<file path="src/rtl/irq_ctrl_unit.sv">
// Fixed-priority interrupt controller: sync/latch sources, mask, edge/level mode, one IRQ to CP0 at a time.
// src_irq to HWInt is 3 edges + 1 (sync, pend, arbitrate); no backpressure, bus writes always accepted.
module irq_ctrl_unit #(
  parameter int          NSRC      = 6,
  parameter logic [31:0] BASE_ADDR = 32'h0000_7F40
) (
  input  logic            clk,
  input  logic            reset,
  input  logic [NSRC-1:0] src_irq,
  input  logic            req_taken,
  input  logic            eret,
  input  logic [31:0]     bus_addr,
  input  logic            bus_we,
  input  logic [31:0]     bus_wdata,
  output logic [31:0]     bus_rdata,
  output logic            hit,
  output logic [5:0]      HWInt,
  output logic            busy
);

  typedef enum logic [1:0] {IDLE, ASSERT, SERVICE} state_t;

  state_t          state;
  logic [NSRC-1:0] sync1, sync2, hist;
  logic [NSRC-1:0] pend, mask, mode;
  logic [NSRC-1:0] rise, req;
  logic [2:0]      cur_id, win_id;
  logic            cur_valid, any_req;
  logic [5:0]      cur_oh, req6, hwint_q;
  logic            wr, wr_pend, wr_mask, wr_mode, take;
  logic            unused_bits;

  assign hit         = (bus_addr[31:4] == BASE_ADDR[31:4]);
  assign wr          = hit && bus_we;
  assign wr_pend     = wr && (bus_addr[3:2] == 2'd0);
  assign wr_mask     = wr && (bus_addr[3:2] == 2'd1);
  assign wr_mode     = wr && (bus_addr[3:2] == 2'd2);
  assign unused_bits = ^{bus_addr[1:0], bus_wdata[31:NSRC]};

  assign rise   = sync2 & ~hist;
  assign req    = pend & mask;
  assign req6   = 6'(req);
  assign cur_oh = 6'b000001 << cur_id;
  assign take   = (state == ASSERT) && req_taken;
  assign HWInt  = hwint_q;
  assign busy   = (state != IDLE);

  always_ff @(posedge clk) begin
    if (reset) begin
      sync1 <= '0;
      sync2 <= '0;
      hist  <= '0;
    end else begin
      sync1 <= src_irq;
      sync2 <= sync1;
      hist  <= sync2;
    end
  end

  // Edge sources: a new rising edge beats a same-cycle W1C or acknowledge.
  always_ff @(posedge clk) begin
    if (reset) begin
      pend <= '0;
    end else begin
      for (int i = 0; i < NSRC; i++) begin
        if (mode[i]) begin
          if (rise[i])
            pend[i] <= 1'b1;
          else if ((wr_pend && bus_wdata[i]) || (take && cur_oh[i]))
            pend[i] <= 1'b0;
        end else begin
          pend[i] <= sync2[i];
        end
      end
    end
  end

  always_ff @(posedge clk) begin
    if (reset) begin
      mask <= '0;
      mode <= '0;
    end else begin
      if (wr_mask) mask <= bus_wdata[NSRC-1:0];
      if (wr_mode) mode <= bus_wdata[NSRC-1:0];
    end
  end

  always_comb begin
    win_id  = 3'd0;
    any_req = 1'b0;
    for (int i = NSRC-1; i >= 0; i--) begin
      if (req[i]) begin
        win_id  = 3'(i);
        any_req = 1'b1;
      end
    end
  end

  always_ff @(posedge clk) begin
    if (reset) begin
      state     <= IDLE;
      cur_id    <= 3'd0;
      cur_valid <= 1'b0;
      hwint_q   <= 6'd0;
    end else begin
      case (state)
        IDLE: begin
          hwint_q <= 6'd0;
          if (any_req) begin
            cur_id  <= win_id;
            hwint_q <= 6'b000001 << win_id;
            state   <= ASSERT;
          end
        end
        ASSERT: begin
          if (req_taken) begin
            cur_valid <= 1'b1;
            hwint_q   <= 6'd0;
            state     <= SERVICE;
          end else if ((req6 & cur_oh) == 6'd0) begin
            hwint_q <= 6'd0;
            state   <= IDLE;
          end
        end
        SERVICE: begin
          hwint_q <= 6'd0;
          if (eret) begin
            cur_valid <= 1'b0;
            state     <= IDLE;
          end
        end
        default: begin
          hwint_q <= 6'd0;
          state   <= IDLE;
        end
      endcase
    end
  end

  always_comb begin
    bus_rdata = 32'd0;
    if (hit) begin
      case (bus_addr[3:2])
        2'd0:    bus_rdata = 32'(pend);
        2'd1:    bus_rdata = 32'(mask);
        2'd2:    bus_rdata = 32'(mode);
        default: bus_rdata = {27'd0, cur_valid, 1'b0, cur_id};
      endcase
    end
  end

endmodule

</file>
<file path="config.mk">
export PLATFORM = sky130hd
export DESIGN_NAME = irq_ctrl_unit
export DESIGN_NICKNAME = d
export VERILOG_FILES = /design/src/rtl/irq_ctrl_unit.sv
export SDC_FILE = /design/constraint.sdc
export NUM_CORES = 1
export LEC_CHECK = 0
export ABC_AREA = 1
export CAP_MARGIN = 15
export CORE_MARGIN = 2
export CORE_UTILIZATION = 47
export DETAILED_ROUTE_END_ITERATION = 7
export PLACE_DENSITY = 0.95
export SETUP_SLACK_MARGIN = 0.02
export SLEW_MARGIN = 20
export SYNTH_ARGS = -nofsm -noshare
export SYNTH_HDL_FRONTEND = slang
export SYNTH_SLANG_ARGS = --single-unit
</file>
<file path="constraint.sdc">
create_clock -name clk -period 3.43 [get_ports clk]
set_input_delay 0.343 -clock clk [delete_from_list [all_inputs] [get_ports clk]]
set_output_delay 0.343 -clock clk [all_outputs]
set_load 0.03 [all_outputs]
</file>
==> summary.txt <==
drt drc -> 0
CP endpoint kind -> primary output
clock latency on the worst-skew pair -> 0.31 ns
Post-Synth XOR/XNOR Area -> 0%
Max VDD drop -> 0.446 mV
Post-Syn Area -> 2820 sq um
CTS tree -> built
pin count of the biggest net entering global routing -> 32
die height -> 81.5 um
Overflow after GRT -> 0
Post-Synth Simple-Gate Area -> 38.0%
Final Hold Vio Count -> 0
# setup viols final -> 0
Synth Area in Compound Gates -> 7.71%
CTS buffer count -> 5
antenna cells -> 0
detailed placement HPWL -> 5240 um
status -> complete, no violations
Worst Path Max Fanout -> 10
clock skew -> 0.00564 ns
Post-CTS Hold Buffers -> 0
Final Cycle Share -> 81.9%
Fmax -> 356 MHz
gpl congestion -> 0.934
H-tree Lvls -> 2
Post-DRT Antenna Nets -> 0
Worst-path clk slew -> 0.09 ns
Clock Sinks -> 48
Root Driver -> clkbuf_8
Max-slew headroom -> 47.0%
Layout Area Growth over Synthesis -> 23.5%
most common cell after layout, fill and taps aside -> nand2_1
Final min period -> 2.81 ns
Post-Synthesis Cells -> 428
combinational share of power -> 14.0%
Critical Path AT -> 2.47 ns
FP Rows -> 28
commonest cells after routing, fill and taps aside -> nand2_1, inv_1, nor2_1
Ys Warns -> 0
Synth Register Bits -> 48
dpl cells -> 556
Die W -> 81.5 um
Psw -> 0.000307 W
Setup TNS -> 0 ns
hold crit path type -> reg2reg
crit path kind -> in2out
fraction of synthesized area in multiplexers -> 0%
full die area -> 6640 sq um
IO Pins -> 115
global-route wire length before repair -> 11,300 um
1st-pass router iterations -> 4
Avg WL per Cell -> 12.1 um
Adder-Cell Fraction of Synth Area -> 0%
Int Pwr -> 0.000852 W
vias post-DR -> 2,804
Nets -> 563
core footprint -> 5850 sq um
power share of the clock group -> 36.6%
Yosys cell types -> 32
pwr/cell area -> 332 nW/um^2
final wirelength -> 6840 um
largest family of logic cells by synthesized area -> simple AND/OR/NAND/NOR gates
CTS resizes -> 0
Req. time, crit path -> 3.09 ns
share of cells above drive strength 1 -> 7.57%
postcts setup bufs -> 0
RSZ-0062 raised after global routing -> false
CP Launch Type -> input pin
vias per cell -> 4.97
syn_area_per_cell -> 6.60 sq um
PortBufs -> 60
vias in the first global route -> 2,679
Final Max Tran Viols -> 0
GRT Overall Usage -> 21.9%
initial drt markers -> 213
Non-Filler Instances -> 564
total of max-cap violations -> 0
Worst Tran Pin Value -> 0.792 ns
Reg power frac -> 49.4%
Pleak -> 1.52 nW
CTS max path bufs -> 2
sequential fraction of the synthesis area -> 34.0%
Initial Util -> 48.3%
Net Sw Frac -> 26.5%
antenna violations before repair -> 0
==> synthesized netlist by cell type (all sizes together) <==
cell type	instances	area [sq um]
inv	79	297
a21oi	13	65.1
nor3	5	30.0
o21ai	11	58.8
conb	1	3.75
dfxtp	48	961
buf	34	258
nand3b	1	7.51
nor2	80	370
clkbuf	2	11.3
a221oi	3	38.8
clkinv	1	3.75
a211oi	5	37.5
nand3	28	170
nor4	1	6.26
o2111ai	2	17.5
nand2	92	350
nand4	22	138
==> power groups by stage <==
stage	logic [W]	registers (W)	clock network [W]
6_report	0.000163	0.000572	0.000424
5_1_grt	0.000178	0.000573	0.000449
4_1_cts	0.000161	0.000572	0.000427
3_5_place_dp	0.000161	0.000585	0
3_3_place_gp	0.000156	0.000585	0
2_1_floorplan	0.000115	0.000583	0
==> routing by layer <==
layer	routed length [um]	track usage (%)	part of all wire [%]	up-vias
li1	-	-	-	1404
met1	2840	25.9	42	1276
met2	3400	38.4	50	102
met3	379	3.63	5.5	22
met4	211	10.3	3.1	0
met5	0	0	0	-
==> cell type report <==
| type | count | area (sq um) |
|---|---|---|
| Fill cell | 519 | 2360 |
| Multi-Input combinational cell | 289 | 1390 |
| Sequential cell | 48 | 961 |
| Timing Repair Buffer | 64 | 631 |
| Inverter | 80 | 300 |
| Tap cell | 75 | 93.8 |
| Clock buffer | 5 | 68.8 |
| Clock inverter | 3 | 46.3 |
==> flip-flops by register name, summed over array words and instances (netlist names) <==
name and cells:
cur_valid 1, mask 6, sync2 6, hist 6, mode 6, cur_id 3, pend 6, state 2
HWInt 6, sync1 6
==> stage by stage <==
step           hold slack, ns  total power [W]  util (%)  worst slack, ns  instance area [sq um]
6_report                0.406          0.00116      59.6            0.621                   3490
5_1_grt                 0.432          0.00120      59.6            0.371                   3490
4_1_cts                 0.408          0.00116      59.6            0.619                   3490
3_5_place_dp            0.396         0.000746      57.7            0.635                   3370
3_3_place_gp            0.389         0.000741      57.7            0.667                   3370
2_1_floorplan           0.388         0.000699         -             1.50                   2920
==> kinds of logic after synthesis <==
family,after synthesis
and+or+nand+nor,229
buffers and inverters,116
DFF,48
AOI/OAI and AO/OA,34
other,1
==> worst paths after layout <==
check / startpoint / endpoint / slack, ns / cells after the start
max: bus_addr[2] / bus_rdata[1] / 0.62 / 8
min: sync1[1] / sync2[1] / 0.41 / 2
max reg2reg: cur_id[0] / HWInt[1] / 2.00 / 7
min reg2reg: sync1[1] / sync2[1] / 0.41 / 2
==> worst max-delay path, stage by stage <==
cell and delay (ns):
clkdlybuf4s50_1 0.69, inv_2 0.14, nor2_8 0.19, nand2_1 0.07, o2111ai_1 0.07, o21ai_0 0.11, nor2_1 0.16, clkdlybuf4s50_1 0.70
Note: power is estimated with default switching activity, not from simulation.
